### src/rtl/sort_seq.sv
// sort_seq: odd-even transposition sorter, one compare-exchange phase per clock.
// Exits early once two consecutive phases make no swap; start/busy/done handshake.
module sort_seq #(
  parameter int N  = 4,
  parameter int W  = 4,
  parameter int PW = $clog2(N+1)
) (
  input  logic           clk,
  input  logic           rst,
  input  logic           start,
  input  logic           desc,
  input  logic [N*W-1:0] din,
  output logic           busy,
  output logic           done,
  output logic [N*W-1:0] dout,
  output logic [PW-1:0]  passes
);

  typedef enum logic [1:0] {S_IDLE, S_SORT, S_DONE} state_t;

  state_t         state, state_nxt;
  logic [N*W-1:0] v, v_nxt;
  logic [PW-1:0]  p;
  logic           desc_q;
  logic           prev_noswap;
  logic           noswap;
  logic           last_phase;
  logic [W-1:0]   a, b;

  // Even phases pair (0,1),(2,3)...; odd phases pair (1,2),(3,4)...
  // Pairs within one phase are disjoint, so every compare reads the pre-phase vector.
  always_comb begin
    v_nxt  = v;
    noswap = 1'b1;
    a      = '0;
    b      = '0;
    for (int k = 0; k < N-1; k++) begin
      a = v[k*W +: W];
      b = v[(k+1)*W +: W];
      if (((k % 2) == 1) == p[0] && (desc_q ? (b > a) : (b < a))) begin
        v_nxt[k*W +: W]     = b;
        v_nxt[(k+1)*W +: W] = a;
        noswap              = 1'b0;
      end
    end
  end

  assign last_phase = (p == PW'(N-1)) || ((p != '0) && noswap && prev_noswap);

  always_ff @(posedge clk or posedge rst) begin
    if (rst) state <= S_IDLE;
    else     state <= state_nxt;
  end

  always_comb begin
    state_nxt = state;
    busy      = 1'b0;
    done      = 1'b0;
    case (state)
      S_IDLE: begin
        if (start) state_nxt = S_SORT;
      end
      S_SORT: begin
        busy = 1'b1;
        if (last_phase) state_nxt = S_DONE;
      end
      S_DONE: begin
        done      = 1'b1;
        state_nxt = start ? S_SORT : S_IDLE;
      end
      default: state_nxt = S_IDLE;
    endcase
  end

  always_ff @(posedge clk or posedge rst) begin
    if (rst) begin
      v           <= '0;
      p           <= '0;
      desc_q      <= 1'b0;
      prev_noswap <= 1'b0;
      dout        <= '0;
      passes      <= '0;
    end else if (state == S_SORT) begin
      v <= v_nxt;
      if (last_phase) begin
        dout   <= v_nxt;
        passes <= p + PW'(1);
      end else begin
        p           <= p + PW'(1);
        prev_noswap <= noswap;
      end
    end else if (start) begin
      v           <= din;
      desc_q      <= desc;
      p           <= '0;
      prev_noswap <= 1'b0;
    end
  end

endmodule

### config.mk
export PLATFORM = sky130hd
export DESIGN_NAME = sort_seq
export DESIGN_NICKNAME = d
export VERILOG_FILES = /design/src/rtl/sort_seq.sv
export SDC_FILE = /design/constraint.sdc
export NUM_CORES = 1
export LEC_CHECK = 0
export BUFFER_PORTS_ARGS = -buffer_cell sky130_fd_sc_hd__buf_2
export CAP_MARGIN = 20
export CORE_MARGIN = 2
export CORE_UTILIZATION = 52
export DETAILED_ROUTE_END_ITERATION = 8
export GPL_TIMING_DRIVEN = 0
export PLACE_DENSITY = 0.74
export SLEW_MARGIN = 20
export SYNTH_ARGS = -nofsm -noshare
export SYNTH_HDL_FRONTEND = slang
export SYNTH_SLANG_ARGS = --single-unit
### constraint.sdc
create_clock -name clk -period 2.5 [get_ports clk]
set_input_delay 0.375 -clock clk [delete_from_list [all_inputs] [get_ports clk]]
set_output_delay 0.375 -clock clk [all_outputs]
set_load 0.01 [all_outputs]
### After elaboration in Yosys (flattened, before gate mapping)

Cells that the tools add are included.

| cells by class | value |
|---|---|
| bitwise logic cells | 2 |
| add/subtract/negate cells | 1 |
| $lt $le $gt $ge | 6 |
| equal/unequal tests | 6 |
| muxes and demuxes | 23 |
| reduce and logical (&&, ||, !) cells | 13 |

Operators with widths:

| kind | number |
|---|---|
| $mux 16 | 2 |
| $mux 8 | 3 |
| $gt 4x4->1 | 3 |
| $lt 4x4->1 | 3 |
| $mux 1 | 12 |
| $mux 3 | 3 |
| $reduce_and 2->1 | 4 |
| $ne 2x2->1 const B | 3 |
| $pmux 2 s3 | 1 |
| $logic_and 1x1->1 | 5 |
| $mux 2 | 2 |
| $add 3x1->3 const B | 1 |
| $eq 3x2->1 const B | 1 |
| $reduce_bool 3->1 | 1 |
| $eq 2x1->1 const B | 1 |
| $eq 2x2->1 const B | 1 |
| $logic_not 2->1 | 1 |
| $not 1->1 | 2 |
| $reduce_bool 2->1 | 1 |
| $logic_or 1x1->1 | 1 |

| storage, ports and cells | value |
|---|---|
| output and inout port bits | 21 |
| bits in registers | 42 |
| logic and storage cells | 58 |

### Logic depth before layout (Yosys ltp)

Gate-level depths: netlist (run 1).

| logic depth | value |
|---|---|
| depth in word-level cells | 11 |
| depth in mapped cells | 10 |
| mapped depth without buffers | 8 |

### Least setup slack after synthesis (run 1)

OpenSTA, ideal clock, no wires.

| timing | value |
|---|---|
| path kind | reg-to-reg |
| start | reg v[5] |
| end | reg passes[0] |
| clock period less this slack | 2.491 ns |
| slack | 0.009 ns |
| arrival time | 2.366 ns |
| path buffers | 2 |
| stages on the path, launching flop included | 11 |
| cells stage by stage | dfrtp_1 -> inv_1 -> ha_1 -> nor2b_4 -> o211ai_4 -> and3_1 -> buf_6 -> and4bb_4 -> a31oi_4 -> buf_8 -> mux2_4 |

| between the ends | value |
|---|---|
| cells in the longest elaborated chain, start to end | 10 |
| elaborated cells on any way between the ends | 15 |
| classes of those cells | order compare: 4; mux: 5; reduce/logical: 6 |

Ends and longest elaborated chain:

| item | line | source |
|---|---|---|
| start: declaration | 22 | `logic [N*W-1:0] v, v_nxt;` |
| start signal: assignment | 84 | `v <= v_nxt;` |
| start signal: assignment | 93 | `v <= din;` |
| $lt 4x4->1 / $gt 4x4->1 (equally long branches) | 40 | `if (((k % 2) == 1) == p[0] && (desc_q ? (b > a) : (b < a))) begin` |
| $mux 1 | 40 |  |
| $logic_and 1x1->1 | 40 |  |
| $mux 1 | 40 |  |
| $mux 1 * (2 in a row) | 40 |  |
| $logic_and 1x1->1 * (2 in a row) | 48 | `assign last_phase = (p == PW'(N-1)) \|\| ((p != '0) && noswap && prev_noswap);` |
| $logic_or 1x1->1 * | 48 |  |
| $reduce_and 2->1 (no line) * | - |  |
| end signal: assignment | 87 | `passes <= p + PW'(1);` |
| end: declaration | 16 | `output logic [PW-1:0] passes` |

Every way passes the cells marked *; elsewhere a longest branch is shown, timed or not.
A chain may end at the register's enable or synchronous reset.

### Worst setup path in the final report (run 1)

| timing | value |
|---|---|
| start | reg v[5] |
| end | reg dout[12] |

| between the ends | value |
|---|---|
| cells in the longest elaborated chain, start to end | 10 |
| elaborated cells on any way between the ends | 15 |
| classes of those cells | order compare: 4; mux: 5; reduce/logical: 6 |

Ends and longest elaborated chain:

| item | line | source |
|---|---|---|
| $lt 4x4->1 / $gt 4x4->1 (equally long branches) | 40 |  |
| $mux 1 | 40 |  |
| $logic_and 1x1->1 | 40 |  |
| $mux 1 | 40 |  |
| $mux 1 * (2 in a row) | 40 |  |
| $logic_and 1x1->1 * (2 in a row) | 48 |  |
| $logic_or 1x1->1 * | 48 |  |
| $reduce_and 2->1 (no line) * | - |  |
| end signal: assignment | 86 | `dout <= v_nxt;` |
| end: declaration | 15 | `output logic [N*W-1:0] dout,` |

Marks and branches as above.

==> results_dict.tcl, run 1 <==
set metrics [dict create \
    outcome "finished clean" \
    fp.coreArea_sq_mm 0.00514 \
    totalWireLength_um 7830 \
    io_pins 41 \
    slew_headroom 0.631 \
    vias 2591 \
    syn_inst 284 \
    grt_pass1_wl_um 12200 \
    die_h_um 77.0 \
    dpl-instance-area_sq_mm 0.00308 \
    worst_pin_slew_ns 0.553 \
    synth_seq_cells 42 \
    first_pass_iters 6 \
    dieArea_sq_mm 0.00593 \
    drt_iter0_drc 336 \
    slowest_delay_ns 0.45 \
    cp-end-kind "register" \
    wl_per_cell_um 18.0 \
    cts_buffers 5 \
    diodes 0 \
    clkSlewWorstSetupHoldPaths_ns 0.09 \
    htreeDepth 2 \
    fin_crit_sh 0.988 \
    critPathRequiredTime_ns 2.69 \
    grt_max_degree 29 \
    p_leak_nw 1.87 \
    synth_warnings 0 \
    yosys.cell_types.count 41 \
    synthFlopType "dfrtp_1" \
    worstSetupStartpointType "register" \
    max_freq_ghz 0.405 \
    hold_buffers 0 \
    p_per_area_mw_per_mm2 1760 \
    start_util 0.539 \
    peakVddDrop_mv 0.839 \
    slowest_stage "dfrtp_2" \
    crit_type "reg -> reg" \
    cts_root_buf "clkbuf_8" \
    path_max_fanout 7 \
    clk_latency_ns 0.30 \
    routabilityCongestion 0.954 \
    synth_edf_count 0 \
    portBuffers 39 \
    finalInstanceArea_sq_mm 0.00365 \
    cts.sinks 42 \
    hold_viol 0 \
    ys_seq_area_frac 0.379 \
    area_delta_synth_final_pct 31.5 \
    slew_violations 0 \
    fin_nets 399 \
    synth_nets 319 \
    grt_overflow 0 \
    ant_nets 0 \
    setup_viol 0 \
    fin_tns_setup_ns 0 \
    final_layout_size_suffix_gt1_frac 0.373 \
    cp.arrival_ns 2.66 \
    cts_buffer_depth 2 \
    routed_via_density 5.96 \
    antenna_found_initial 0 \
    synthTopCellsByCount "42 x dfrtp_1, 33 x inv_1, 22 x mux2i_1" \
    first_global_vias 2447 \
    yosys-top-cells-area "dfrtp_1 38%, mux2i_1 7.9%, ha_1 6.8%, mux2_4 6.0%, inv_1 4.5%" \
    drc_errors 0 \
    dpl.hpwl_um 4960 \
    fp.dieW_um 77.0 \
    async_flop_share 1.00 \
    clock_skew_ns 0.0116 \
    grt_usage 0.260 \
    finalPower_mw 6.42 \
    hold_path.class "in -> async" \
    yosys.cell_count.top_type "dfrtp_1" \
    synth_top_area_share 0.379 \
    synth_top_area_cell "dfrtp_1" \
    syn_avg_cell_area_sq_um 9.76 \
    fin_crit_ns 2.47 \
    crit_path_cell_trace "inv_2 -> ha_4 -> nor2b_4 -> o211ai_4 -> and3_4 -> buf_6 -> and4bb_4 -> a31oi_4 -> buf_12 -> buf_16 -> mux2_4" \
    cts_tree "built" \
    num_rows 26 \
    synthesis.area_sq_mm 0.00277 \
    drv_cap 0 \
]
registers in the layout, summed over array words and instances, names as in the netlist:
| signal | flops |
|---|---|
| dout | 16 |
| v | 16 |
| p | 3 |
| passes | 3 |
| state | 2 |
| desc_q | 1 |
| prev_noswap | 1 |
through the flow:
stage / instances / hold slack (ns) / util / worst slack, ns
finish: 435 / 0.0230 / 0.710 / 0.0290
global route: 435 / 0.0510 / 0.710 / -0.0121
CTS: 420 / 0.0443 / 0.681 / 0.0176
detailed placement: 394 / 0.360 / 0.598 / -0.384
global placement: 393 / 0.469 / 0.594 / -0.382
floorplan: 284 / 0.444 / - / 0.00935
logic make-up (layout without fill, tap and decap cells):
logic type | after synthesis | count (layout) | synth area share
and+or+nand+nor | 74 | 74 | 0.141
AOI/OAI and AO/OA | 70 | 70 | 0.179
buffers and inverters | 46 | 127 | 0.0781
DFF | 42 | 42 | 0.379
muxes | 37 | 37 | 0.155
adders and majority gates | 15 | 15 | 0.0677
cell usage in the layout, fill, tap and decap left out, types with 9 or more instances in the layout:
cell type,netlist,final
mux2_4,11,12
mux2i_1,22,22
nand3_1,10,9
buf_4,1,28
dfrtp_1,42,37
nor2_1,17,17
o21ai_0,21,20
buf_2,4,42
inv_1,33,27
ha_1,15,12
nand4_1,16,16
nand2_1,17,17
a21oi_1,11,10
routing by layer:
metal  routed length (um)  share of wire  GRT usage
met1                 3290           0.42      0.360
met2                 3770           0.48      0.412
met3                  650          0.083     0.0459
met4                  121          0.015     0.0911
met5                    0              0          0
worst max-delay path, delay by kind of cell (launching register included):
kind,cells,cell delay (ns)
compound gates,2,0.36
fa+ha+maj,1,0.21
buf+inv,4,0.49
flops,1,0.45
mux,1,0.29
simple gates,3,0.54
final timing paths:
check	startpoint	endpoint	slack, ns	depth (start not counted)
worst max-delay path	v[5]$_DFFE_PP0P_	dout[12]$_DFFE_PP0P_	0.03	11
worst min-delay path	rst	passes[1]$_DFFE_PP0P_	0.02	2
worst max register to register	v[5]$_DFFE_PP0P_	dout[12]$_DFFE_PP0P_	0.03	11
worst min register to register	dout[3]$_DFFE_PP0P_	dout[3]$_DFFE_PP0P_	0.51	1
max in group asynchronous	rst	v[3]$_DFFE_PP0P_	1.99	3
min in group clk	desc	desc_q$_DFFE_PP0P_	0.32	2
power by group:
part           total (mW)  internal [mW]  switching, mW
sequential           1.31           1.04          0.269
clock               0.668          0.426          0.242
combinational        4.44           2.10           2.34
total                6.42           3.57           2.85
what timing repair did:
item	in CTS	in global routing
hold endpoints to repair	0	0
pin swaps	9	4
gates cloned	1	0
setup endpoints to repair	31	29
setup buffers	17	16
gates resized for setup	22	10
layout make-up:
type	instances	area (sq um)
Multi-Input combinational cell	196	1610
Fill cell	391	1490
Sequential cell	42	1060
Timing Repair Buffer	74	536
Inverter	33	126
Buffer	12	92.6
Tap cell	70	87.6
Clock buffer	6	82.6
Clock inverter	2	60.1
(Power assumes the default switching activity.)
==> inputs of run 2 (changes only) <==
--- a/config.mk
+++ b/config.mk
@@ -5,13 +5,14 @@
 export SDC_FILE = /design/constraint.sdc
 export NUM_CORES = 1
 export LEC_CHECK = 0
+export ABC_AREA = 1
 export BUFFER_PORTS_ARGS = -buffer_cell sky130_fd_sc_hd__buf_2
 export CAP_MARGIN = 20
 export CORE_MARGIN = 2
-export CORE_UTILIZATION = 52
+export CORE_UTILIZATION = 51
 export DETAILED_ROUTE_END_ITERATION = 8
 export GPL_TIMING_DRIVEN = 0
-export PLACE_DENSITY = 0.74
+export PLACE_DENSITY = 0.73
 export SLEW_MARGIN = 20
 export SYNTH_ARGS = -nofsm -noshare
 export SYNTH_HDL_FRONTEND = slang
==> run 2 against run 1 <==
Clock-buffer cell count grew 1. Die area fell by 5.7%. Non-clock buffer count is 33 lower. Via count down 11%. Critical endpoint is now v[5]$_DFFE_PP0P_. Largest cell class unchanged.
==> results_dict.tcl, run 2 <==
set metrics [dict create \
    htreeDepth 2 \
    grt_overflow 0 \
    dpl-instance-area_sq_mm 0.00287 \
    drv_cap 0 \
    reg2reg_to "v[5]$_DFFE_PP0P_" \
    slowest_delay_ns 0.39 \
    grt_max_degree 23 \
    dpl.hpwl_um 4530 \
    cts_buffers 5 \
    syn_avg_cell_area_sq_um 7.67 \
    slew_violations 0 \
    cts_setup_buffers 0 \
    clkSlewWorstSetupHoldPaths_ns 0.08 \
    first_pass_iters 4 \
    fp.dieW_um 74.8 \
    hold_viol 0 \
    area_delta_synth_final_pct 16.4 \
    crit_buf_inv 3 \
    io_pins 41 \
    hold_buffers 0 \
    worstSetupStartpointType "register" \
    clk_latency_ns 0.29 \
    final_common_cell "nand2_1" \
    hold_path.class "in -> async" \
    crit_path_cell_trace "inv_1 -> ha_1 -> a21oi_1 -> nand3_1 -> nand3_2 -> buf_4 -> inv_1 -> nand2_1 -> nand2_1 -> nand2_1 -> o211ai_1" \
    grt_usage 0.234 \
    final_cell_mix "137 x nand2_1, 47 x buf_2, 42 x dfrtp_1, 32 x inv_1, 31 x nand3_1" \
    n_fill_cell 459 \
    synthFlopType "dfrtp_1" \
    fin_tns_setup_ns 0 \
    synth_seq_cells 42 \
    worst_pin_slew_ns 0.654 \
    setup_viol 0 \
    synthTopCellsByCount "137 x nand2_1, 42 x dfrtp_1, 33 x inv_1" \
    cpMostUsedCell "nand2_1" \
    layout_setup_ws_ns 0.313 \
    routabilityCongestion 0.878 \
    path_max_fanout 10 \
    ys_seq_area_frac 0.411 \
    antenna_found_initial 0 \
    finalInstanceArea_sq_mm 0.00297 \
    r2r_setup_slack_ns 0.31 \
    totalWireLength_um 6000 \
    reg2reg_depth 11 \
    fin_nets 416 \
    cts_tree "built" \
    routed_via_density 5.13 \
    cts_buffer_depth 2 \
    post-place-ws_ns 0.364 \
    crit_type "reg -> reg" \
    cp-end-kind "register" \
    path_delay_family "simple AND/OR/NAND/NOR gates" \
    die_h_um 74.8 \
    num_rows 25 \
    fin_crit_sh 0.875 \
    drt_iter0_drc 134 \
    cts.sinks 42 \
    reg_top3 "dout: 16 flops, v: 16 flops" \
    yosys-top-cells-area "dfrtp_1 41%, nand2_1 20%, ha_1 7.3%, nand3_1 6.1%, nand3_2 5.5%" \
    async_flop_share 1.00 \
    vias 2303 \
    outcome "finished clean" \
    slew_headroom 0.563 \
    synthesis.area_sq_mm 0.00255 \
    rsz0062_at_grt "no" \
    portBuffers 40 \
    synth_warnings 0 \
    yosys.cell_types.count 24 \
    synth_top_area_cell "dfrtp_1" \
    worstReg2RegStart "v[7]$_DFFE_PP0P_" \
    max_freq_ghz 0.457 \
    drc_errors 0 \
    fin_crit_ns 2.19 \
    slowest_stage "dfrtp_1" \
    fp.coreArea_sq_mm 0.00479 \
    final_layout_size_suffix_gt1_frac 0.209 \
    clock_skew_ns 0.00485 \
    synth_top_area_share 0.411 \
    yosys.cell_count.top_type "nand2_1" \
    grt_pass1_wl_um 9940 \
    cp.arrival_ns 2.36 \
    first_global_vias 2097 \
    critPathRequiredTime_ns 2.67 \
    cts_resized 0 \
    diodes 0 \
    synth_nets 368 \
    ant_nets 0 \
    wl_per_cell_um 13.4 \
    start_util 0.534 \
    cts_root_buf "clkbuf_8" \
    syn_inst 333 \
    dieArea_sq_mm 0.00559 \
    synth_edf_count 0 \
]
-- run 2: cell count changes after synthesis, sizes merged, moves of 8 or more --
cell   previous run  this run
o21ai            21        12
nand2            17       141
a21o              8         0
mux2i            22         0
nor2             17         4
nand3            10        45
a21oi            13         3
mux2             15         0
-- run 2: through the flow --
stage / hold slack, ns / std cells / utilization
2_1_floorplan: 0.458 / 333 / -
6_report: 0.0993 / 449 / 0.621
5_1_grt: 0.141 / 449 / 0.621
3_5_place_dp: 0.433 / 441 / 0.599
3_3_place_gp: 0.449 / 440 / 0.593
4_1_cts: 0.116 / 449 / 0.621
-- run 2: cell type report --
type	instances	area (sq um)	share of cell area
Tap cell	67	83.8	0.0282
Sequential cell	42	1050	0.354
Multi-Input combinational cell	243	1290	0.433
Clock buffer	7	76.3	0.0257
Clock inverter	1	30.0	0.0101
Inverter	36	135	0.0455
Buffer	12	81.3	0.0274
Timing Repair Buffer	41	228	0.0766
-- run 2: worst reg2reg max path, stage by stage (launching register included) --
cell	delay [ns]
dfrtp_1	0.39
inv_1	0.20
ha_1	0.29
a21oi_1	0.17
nand3_1	0.21
nand3_2	0.18
buf_4	0.18
inv_1	0.09
nand2_1	0.06
nand2_1	0.12
nand2_1	0.10
o211ai_1	0.08
-- run 2: layer usage --
layer	wire, um	up-vias	share of wire	track usage
met5	0	-	0	0
met4	78	0	0.013	0.0575
met3	317	8	0.053	0.0335
met2	2710	60	0.45	0.365
met1	2890	1056	0.48	0.344
li1	-	1179	-	-
-- run 2: cell families (layout without fill, tap and decap cells) --
family                     Yosys count  after routing  share of synthesized area
AOI/OAI and AO/OA                   25             25                     0.0602
DFF                                 42             42                      0.411
buffers and inverters               48             97                     0.0847
adders and majority gates           15             15                     0.0735
and+or+nand+nor                    203            203                      0.370
-- run 2: worst max-delay path by stage --
stage	from	depth (start not counted)	slack, ns	endpoint
after global placement	v[7]$_DFFE_PP0P_	11	0.41	v[5]$_DFFE_PP0P_
after detailed placement	v[7]$_DFFE_PP0P_	11	0.36	v[5]$_DFFE_PP0P_
final	v[7]$_DFFE_PP0P_	11	0.31	v[5]$_DFFE_PP0P_
after global routing	v[7]$_DFFE_PP0P_	13	0.13	v[5]$_DFFE_PP0P_
after CTS	v[7]$_DFFE_PP0P_	11	0.34	v[5]$_DFFE_PP0P_
after floorplan	v[3]$_DFFE_PP0P_	12	0.69	dout[15]$_DFFE_PP0P_
Power of run 2 is left out: the tool's default activity adds up to more than one toggle a clock period on the data nets, which glitch-free logic cannot reach.
